===== config.mk =====
export PLATFORM = sky130hd
export DESIGN_NAME = digit_latch_bank
export DESIGN_NICKNAME = d
export VERILOG_FILES = /design/src/rtl/digit_latch_bank.sv
export SDC_FILE = /design/constraint.sdc
export NUM_CORES = 1
export LEC_CHECK = 0
export ABC_AREA = 1
export CAP_MARGIN = 15
export CORE_MARGIN = 4
export CORE_UTILIZATION = 35
export DETAILED_ROUTE_END_ITERATION = 10
export MAX_ROUTING_LAYER = met4
export PLACE_DENSITY = 0.65
export SLEW_MARGIN = 30
export SYNTH_ARGS = -nofsm -noshare
export SYNTH_HDL_FRONTEND = slang
export SYNTH_SLANG_ARGS = --single-unit

===== constraint.sdc =====
create_clock -name clk -period 1.3 [get_ports clk]
set_input_delay 0.26 -clock clk [delete_from_list [all_inputs] [get_ports clk]]
set_output_delay 0.26 -clock clk [all_outputs]
set_load 0.05 [all_outputs]

===== src/rtl/digit_latch_bank.sv =====
// digit_latch_bank: snapshots CHANNELS digits on each rising edge of tick and holds them for the scanner.
// Leading-zero blanking is compiled in when DIGIT_LATCH_BLANK_EN is defined.
module digit_latch_bank #(
  parameter int         CHANNELS   = 7,
  parameter int         DIGIT_W    = 4,
  parameter int         CNT_W      = 8,
  parameter logic [3:0] BLANK_CODE = 4'hF
) (
  input  logic                         clk,
  input  logic                         rst,
  input  logic                         tick,
  input  logic                         hold,
  input  logic                         clear,
  input  logic [CHANNELS*DIGIT_W-1:0]  din,
  output logic [CHANNELS*DIGIT_W-1:0]  dout,
  output logic                         upd,
  output logic                         changed,
  output logic [CNT_W-1:0]             cap_cnt
);

  localparam int W = CHANNELS * DIGIT_W;

  logic           tick_q, tick_d;
  logic [W-1:0]   dout_q, dout_d;
  logic           upd_q, upd_d;
  logic           changed_q, changed_d;
  logic [CNT_W-1:0] cnt_q, cnt_d;
  logic           rise, cap;
  logic [W-1:0]   din_eff;

`ifdef DIGIT_LATCH_BLANK_EN
  localparam logic [DIGIT_W-1:0] BLANK_DIG = DIGIT_W'(BLANK_CODE);
  logic blank_run;

  // Walk down from the top channel; the first non-zero digit ends the blanked run.
  always_comb begin
    blank_run = 1'b1;
    din_eff   = din;
    for (int i = CHANNELS - 1; i >= 1; i--) begin
      if (blank_run && (din[i*DIGIT_W +: DIGIT_W] == '0)) begin
        din_eff[i*DIGIT_W +: DIGIT_W] = BLANK_DIG;
      end else begin
        blank_run = 1'b0;
      end
    end
  end
`else
  logic unused_blank_code;
  assign unused_blank_code = ^BLANK_CODE;
  assign din_eff           = din;
`endif

  assign rise = tick & ~tick_q;
  assign cap  = rise & ~hold & ~clear;

  always_comb begin
    tick_d    = tick;
    dout_d    = dout_q;
    upd_d     = 1'b0;
    changed_d = 1'b0;
    cnt_d     = cnt_q;
    if (clear) begin
      dout_d = '0;
      cnt_d  = '0;
    end else if (cap) begin
      dout_d    = din_eff;
      upd_d     = 1'b1;
      changed_d = (din_eff != dout_q);
      cnt_d     = cnt_q + CNT_W'(1);
    end
  end

  always_ff @(posedge clk) begin
    if (rst) begin
      tick_q    <= 1'b0;
      dout_q    <= '0;
      upd_q     <= 1'b0;
      changed_q <= 1'b0;
      cnt_q     <= '0;
    end else begin
      tick_q    <= tick_d;
      dout_q    <= dout_d;
      upd_q     <= upd_d;
      changed_q <= changed_d;
      cnt_q     <= cnt_d;
    end
  end

  assign dout    = dout_q;
  assign upd     = upd_q;
  assign changed = changed_q;
  assign cap_cnt = cnt_q;

endmodule


==> results of run 1 <==
==> Yosys cell counts (2+ instances only) <==
master	instances	area [sq um]
sky130_fd_sc_hd__a21oi_1	22	110
sky130_fd_sc_hd__buf_2	2	10.0
sky130_fd_sc_hd__clkbuf_1	7	26.3
sky130_fd_sc_hd__dfxtp_1	39	781
sky130_fd_sc_hd__inv_1	50	188
sky130_fd_sc_hd__nand2_1	83	312
sky130_fd_sc_hd__nand3_1	3	15.0
sky130_fd_sc_hd__nor2_1	43	161
sky130_fd_sc_hd__nor2_2	2	12.5
sky130_fd_sc_hd__o21ai_0	30	150
sky130_fd_sc_hd__o21ai_1	2	10.0
sky130_fd_sc_hd__xnor2_1	8	70.1
==> metrics by stage <==
step                      setup WS [ns]  total power [mW]
final                            0.0954              2.52
after detailed placement         -0.290              1.73
after global routing           -0.00591              2.64
after global placement           -0.265              1.73
after CTS                        0.0180              2.55
after floorplan                -0.00735              1.48
==> layout make-up <==
cell class | count | area share [%]
clock inverters | 1 | 0.151
clock buffers | 6 | 2.50
inverters | 51 | 5.86
multi-input cells | 200 | 28.3
well taps | 70 | 2.65
flip-flops and latches | 39 | 24.4
repair buffers | 79 | 36.2
==> state kept, by name, summed over array words and instances, names as in the netlist <==
name     cells
dout        28
cap_cnt      8
upd          1
changed      1
tick_q       1
==> worst min-delay path: cells and delay by family <==
family	cells	cell delay, ns
AO/OA/AOI/OAI	2	0.18
buffers and inverters	1	0.12
==> metal layers <==
metal | GRT usage [%] | wire [um]
met4 | 6.48 | 80
met3 | 4.01 | 351
met1 | 17.0 | 1980
met2 | 25.3 | 2270
met5 | - | 0
==> cell families after synthesis <==
kind of cell	after synthesis	share of synthesized area [%]
and+or+nand+nor	135	28.6
adders and majority gates	1	0.648
buffers and inverters	60	11.8
xor gates and xnor gates	9	4.09
AOI/OAI and AO/OA	55	14.4
DFF	39	40.5
==> how the worst min path moves through the flow <==
stage               slack [ns]  startpoint  cells after the start       end
finish                    0.30      din[8]                      3   dout[8]
global route              0.32      din[8]                      3   dout[8]
CTS                       0.50     dout[4]                      2   dout[4]
detailed placement        0.49     dout[4]                      2   dout[4]
global placement          0.48    dout[12]                      2  dout[12]
floorplan                 0.33         rst                      1    tick_q
==> where the power goes <==
part	leakage, nW	internal [mW]	switching (mW)	total, mW
clock network	0.0470	0.416	0.403	0.819
registers	0.326	1.22	0.0256	1.24
logic	1.10	0.236	0.225	0.461
==> repair_timing <==
item,CTS,global route
buffers inserted,0,1
gates resized for setup,0,19
setup endpoints to repair,0,32
==> impl_summary.log, run 1 <==
INFO  metric worst_ir_drop_vdd = 0.510 mV
INFO  metric nFillCells = 479
INFO  metric critical_path_stages = 7
INFO  metric post_synth_inst_count = 299
INFO  metric reg2reg_depth = 7
INFO  metric finalSetupTns = 0 ns
INFO  metric synth_async_sr_flop_share = 0%
INFO  metric outcome = finished clean
INFO  metric crit_path_cell_trace = ha_1 -> inv_1 -> nor3_4 -> nand3_1 -> nand2_1 -> inv_1 -> nor2_1
INFO  metric grt.overflow.total = 0
INFO  metric r2r_slack = 0.1 ns
INFO  metric cts.reportedPaths.clkPinSlew = 0.07 ns
INFO  metric synth.lib_cells_used.distinct = 20
INFO  metric die_width = 82.2 um
INFO  metric layoutNonFillerInstCount = 446
INFO  metric layout_min_cycle_time = 1.20 ns
INFO  metric slew_violations = 0
INFO  metric grt_pass1_wl = 7690 um
INFO  metric first_pass_iters = 4
INFO  metric critical_path.reg2reg.endpoint = cap_cnt[6]
INFO  metric cts.hold.buffers_added = 0
INFO  metric synthesized_nets = 333
INFO  metric drv_cap = 0
INFO  metric crit_path_launch_type = register
INFO  metric viasPerCell = 4.37
INFO  metric design.final.nets = 410
INFO  metric multi_input_comb_area = 935 sq um
INFO  metric fin_area = 3310 sq um
INFO  metric gp_congestion = 0.768
INFO  metric design.core.area = 5240 sq um
INFO  metric cts_tree = built
INFO  metric floorplan.die.height = 82.2 um
INFO  metric timing.critical_path.to_type = register
INFO  metric hold_slack = 0.296 ns
INFO  metric path_delay_family = simple AND/OR/NAND/NOR gates
INFO  metric seq_area = 807 sq um
INFO  metric number_of_antenna_cells_inserted = 0
INFO  metric cts_buffers = 5
INFO  metric crit_required = 1.53 ns
INFO  metric max_freq = 830 MHz
INFO  metric crit_top_cell = sky130_fd_sc_hd__inv_1
INFO  metric remaining_drc_errors = 0
INFO  metric layout_common_cells = sky130_fd_sc_hd__nand2_1, sky130_fd_sc_hd__inv_1, sky130_fd_sc_hd__nor2_1
INFO  metric io_pins = 71
INFO  metric timing.rr.start = cap_cnt[1]
INFO  metric synth-warning-count = 0
INFO  metric synth_flop_cell = sky130_fd_sc_hd__dfxtp_1
INFO  metric worstHoldPathType = in2reg
INFO  metric worst_pin_slew = 0.255 ns
INFO  metric worstPathArrival = 1.43 ns
INFO  metric post_route_cells_drive_above_1_share = 22.1%
INFO  metric routed-via-count = 1,947
INFO  metric power_density = 763 nW/um^2
INFO  metric grt_pass1_vias = 1,769
INFO  metric power.static_leakage = 1.47 nW
INFO  metric post_synth_instance_area = 1930 sq um
INFO  metric period_share = 92.7%
INFO  metric initialDrtViolationCount = 39
INFO  metric yosys_register_bits = 39
INFO  metric final_core_area_utilization = 63.1%
INFO  metric grt_antenna_before_repair = 0
INFO  metric row_cnt = 26
INFO  metric clock_latency_on_the_worst_skew_pair = 0.29 ns
INFO  metric critical_path.n_buffers_inverters = 2
INFO  metric synth_area_per_cell = 6.45 sq um
INFO  metric post-place-cells = 438
INFO  metric drt_wl_total = 4680 um
INFO  metric grt_setup_unrepaired = yes
INFO  metric timing.critical_path.from = cap_cnt[1]
INFO  metric port-buffer-count = 70
INFO  metric clk_root_buffer_cell = sky130_fd_sc_hd__clkbuf_8
INFO  metric cts.htree.levels = 2
INFO  metric worst_path_max_delay_cell = sky130_fd_sc_hd__dfxtp_2
INFO  metric areaGrowthSynthToFinish = 71.4%
INFO  metric place_area = 3160 sq um
INFO  metric pin_count_of_the_biggest_net_entering_global_routing = 35
INFO  metric critical_path_start_end_classification = reg2reg
INFO  metric grtUsageTotal = 15.1%
INFO  metric crit_path_max_fanout = 4
INFO  metric seq_area_frac_synth = 40.5%
INFO  metric drt.antenna.violating_nets = 0
INFO  metric hpwlAfterDp = 3630 um
INFO  metric cts_buffer_depth = 2
INFO  metric finalHoldViolations = 0
INFO  metric slew_margin_rel = 83.0%
INFO  metric worstSetupEndpoint = cap_cnt[6]
INFO  metric most_common_library_cell_in_the_layout_ignoring_fill_and_taps = sky130_fd_sc_hd__nand2_1
INFO  metric initial_core_util = 36.8%
INFO  metric detail_route.wl_per_cell = 10.5 um
INFO  metric die_area = 6760 sq um
INFO  metric synth_enable_flop_cells = 0
INFO  metric report.final.setup_viol = 0
INFO  metric final.setup_skew = 0.00519 ns
INFO  metric cts_num_sinks = 39
INFO  metric timing.critical_path.slowest_cell_delay = 0.38 ns
Note: power is estimated with default switching activity, not from simulation.
==> run 2: changes to the inputs <==
==> constraint.sdc (replaced) <==
create_clock -name clk -period 1.3 [get_ports clk]
set_input_delay 0.13 -clock clk [delete_from_list [all_inputs] [get_ports clk]]
set_output_delay 0.13 -clock clk [all_outputs]
set_load 0.05 [all_outputs]
==> run 2 against run 1 <==
- via count grew 0.21%
- largest power group unchanged
- highest routed layer unchanged
- final cell count shrank 0.22%
- utilization shrank 0.69 points
- critical path depth shrank 1
- critical endpoint is now dout[9]
- cell area shrank 1.1%
- wire length shrank 1.8%
- register-to-register slack gained 0.07 ns
==> impl_summary.log, run 2 (synthesized netlist as in run 1, its figures left out) <==
INFO  metric use_met3 = 4.45%
INFO  metric fin_area = 3270 sq um
INFO  metric die_area = 6760 sq um
INFO  metric share_comb_of_total_power = 16.7%
INFO  metric clock_latency_on_the_worst_skew_pair = 0.29 ns
INFO  metric number_of_antenna_cells_inserted = 0
INFO  metric p_int = 2.07 mW
INFO  metric remaining_drc_errors = 0
INFO  metric hpwlAfterDp = 3650 um
INFO  metric final_core_area_utilization = 62.4%
INFO  metric worst_path_max_delay_cell = sky130_fd_sc_hd__clkdlybuf4s50_1
INFO  metric timing.critical_path.from = clear
INFO  metric grt_antenna_before_repair = 0
INFO  metric worstPathArrival = 1.33 ns
INFO  metric grtUsageTotal = 15.4%
INFO  metric largest_reg_flops = 28
INFO  metric timing.critical_path.to_type = register
INFO  metric grt_setup_unrepaired = no
INFO  metric place_area = 3150 sq um
INFO  metric slew_margin_rel = 85.2%
INFO  metric first_pass_iters = 4
INFO  metric worstHoldPathType = in2reg
INFO  metric report.final.setup_viol = 0
INFO  metric post_route_cells_drive_above_1_share = 21.3%
INFO  metric most_common_library_cell_in_the_layout_ignoring_fill_and_taps = sky130_fd_sc_hd__nand2_1
INFO  metric initial_core_util = 36.8%
INFO  metric cts_post_setup_buffers_inserted = 0
INFO  metric critical_path_stages = 6
INFO  metric routed-via-count = 1,951
INFO  metric cts.htree.levels = 2
INFO  metric max_freq = 859 MHz
INFO  metric post_cts.resized_instances = 0
INFO  metric clk_root_buffer_cell = sky130_fd_sc_hd__clkbuf_8
INFO  metric slew_violations = 0
INFO  metric pin_count_of_the_biggest_net_entering_global_routing = 35
INFO  metric crit_path_launch_type = input pin
INFO  metric timing.critical_path.slowest_cell_delay = 0.44 ns
INFO  metric die_width = 82.2 um
INFO  metric cts.reportedPaths.clkPinSlew = 0.07 ns
INFO  metric worstSetupEndpoint = dout[9]
INFO  metric floorplan.die.height = 82.2 um
INFO  metric critical_path.n_buffers_inverters = 2
INFO  metric crit_path_max_fanout = 26
INFO  metric grt_pass1_vias = 1,861
INFO  metric grt.busiest_layer = met2
INFO  metric finalSetupTns = 0 ns
INFO  metric areaGrowthSynthToFinish = 69.5%
INFO  metric design.core.area = 5240 sq um
INFO  metric netSwitchingPower = 661 uW
INFO  metric viasPerCell = 4.38
INFO  metric period_share = 89.6%
INFO  metric outcome = finished clean
INFO  metric cts_buffer_depth = 2
INFO  metric power_share_of_the_clock_group = 37.9%
INFO  metric timing.rr.start = cap_cnt[1]
INFO  metric cts_tree = built
INFO  metric drt_wl_total = 4600 um
INFO  metric gp_congestion = 0.764
INFO  metric groute.layer.met1.usage = 18.0%
INFO  metric worst_pin_slew = 0.222 ns
INFO  metric power_density = 836 nW/um^2
INFO  metric grt_util_met2 = 25.0%
INFO  metric seq_power_share = 45.4%
INFO  metric switching_share = 24.2%
INFO  metric design.final.nets = 408
INFO  metric critical_path.reg2reg.endpoint = cap_cnt[6]
INFO  metric detail_route.wl_per_cell = 10.3 um
INFO  metric grt_pass1_wl = 7950 um
INFO  metric initialDrtViolationCount = 70
INFO  metric crit_required = 1.47 ns
INFO  metric cts_num_sinks = 39
INFO  metric drv_cap = 0
INFO  metric cts_buffers = 5
INFO  metric finalHoldViolations = 0
INFO  metric power.static_leakage = 1.36 nW
INFO  metric r2r_slack = 0.17 ns
INFO  metric cts.hold.buffers_added = 0
INFO  metric critical_path_start_end_classification = in2reg
INFO  metric layout_min_cycle_time = 1.16 ns
INFO  metric port-buffer-count = 70
INFO  metric hold_slack = 0.481 ns
INFO  metric final.setup_skew = 0.00441 ns
INFO  metric layout_common_cells = sky130_fd_sc_hd__nand2_1, sky130_fd_sc_hd__inv_1, sky130_fd_sc_hd__nor2_1
INFO  metric reg2reg_depth = 7
INFO  metric worst_ir_drop_vdd = 0.611 mV
INFO  metric drt.antenna.violating_nets = 0
INFO  metric crit_path_cell_trace = clkdlybuf4s50_1 -> nor2_2 -> nand3_4 -> buf_4 -> o21ai_0 -> a21oi_1
INFO  metric io_pins = 71
INFO  metric row_cnt = 26
INFO  metric grt.overflow.total = 0
INFO  metric path_delay_family = buffers and inverters
run 2: area by class of cell:
type | instances | area (sq um)
clock buffers | 6 | 82.6
flip-flops and latches | 39 | 807
clock inverters | 2 | 35.0
multi-input cells | 200 | 921
inverters | 51 | 191
repair buffers | 77 | 1150
fillers | 475 | 1970
well taps | 70 | 87.6
run 2: power groups by stage:
| stage | Clock (mW) | Combinational, mW | Sequential, mW |
|---|---|---|---|
| 6_report | 1.04 | 0.457 | 1.24 |
| 5_1_grt | 1.11 | 0.505 | 1.25 |
| 4_1_cts | 1.06 | 0.463 | 1.24 |
| 3_5_place_dp | 0 | 0.461 | 1.27 |
| 3_3_place_gp | 0 | 0.455 | 1.27 |
| 2_1_floorplan | 0 | 0.152 | 1.33 |
run 2: routing by layer:
| layer | part of all wire (%) | up-vias | wire length [um] |
|---|---|---|---|
| li1 | - | 1056 | - |
| met2 | 47 | 46 | 2140 |
| met4 | 2.5 | 0 | 116 |
| met3 | 7.2 | 9 | 333 |
| met5 | 0 | - | 0 |
| met1 | 44 | 840 | 2010 |
run 2: worst register-to-register path: stages (launching register included):
cell	delay, ns
sky130_fd_sc_hd__dfxtp_2	0.38
sky130_fd_sc_hd__ha_1	0.17
sky130_fd_sc_hd__inv_1	0.07
sky130_fd_sc_hd__nor3_4	0.16
sky130_fd_sc_hd__nand3_1	0.09
sky130_fd_sc_hd__nand2_1	0.07
sky130_fd_sc_hd__inv_1	0.04
sky130_fd_sc_hd__nor2_1	0.08
run 2: how the worst min path moves through the flow:
| stage | from | end | slack (ns) | depth (start not counted) |
|---|---|---|---|---|
| after detailed placement | dout[4] | dout[4] | 0.49 | 2 |
| final | tick | tick_q | 0.48 | 3 |
| after global placement | dout[12] | dout[12] | 0.48 | 2 |
| after floorplan | rst | tick_q | 0.20 | 1 |
| after global routing | tick | tick_q | 0.52 | 3 |
| after CTS | tick | tick_q | 0.49 | 3 |
run 2: through the flow:
stage | instances | power, mW | setup WS [ns]
floorplan | 299 | 1.48 | -0.00735
global placement | 437 | 1.73 | -0.139
detailed placement | 437 | 1.73 | -0.174
CTS | 445 | 2.77 | 0.0740
global route | 445 | 2.86 | 0.0272
finish | 445 | 2.74 | 0.136
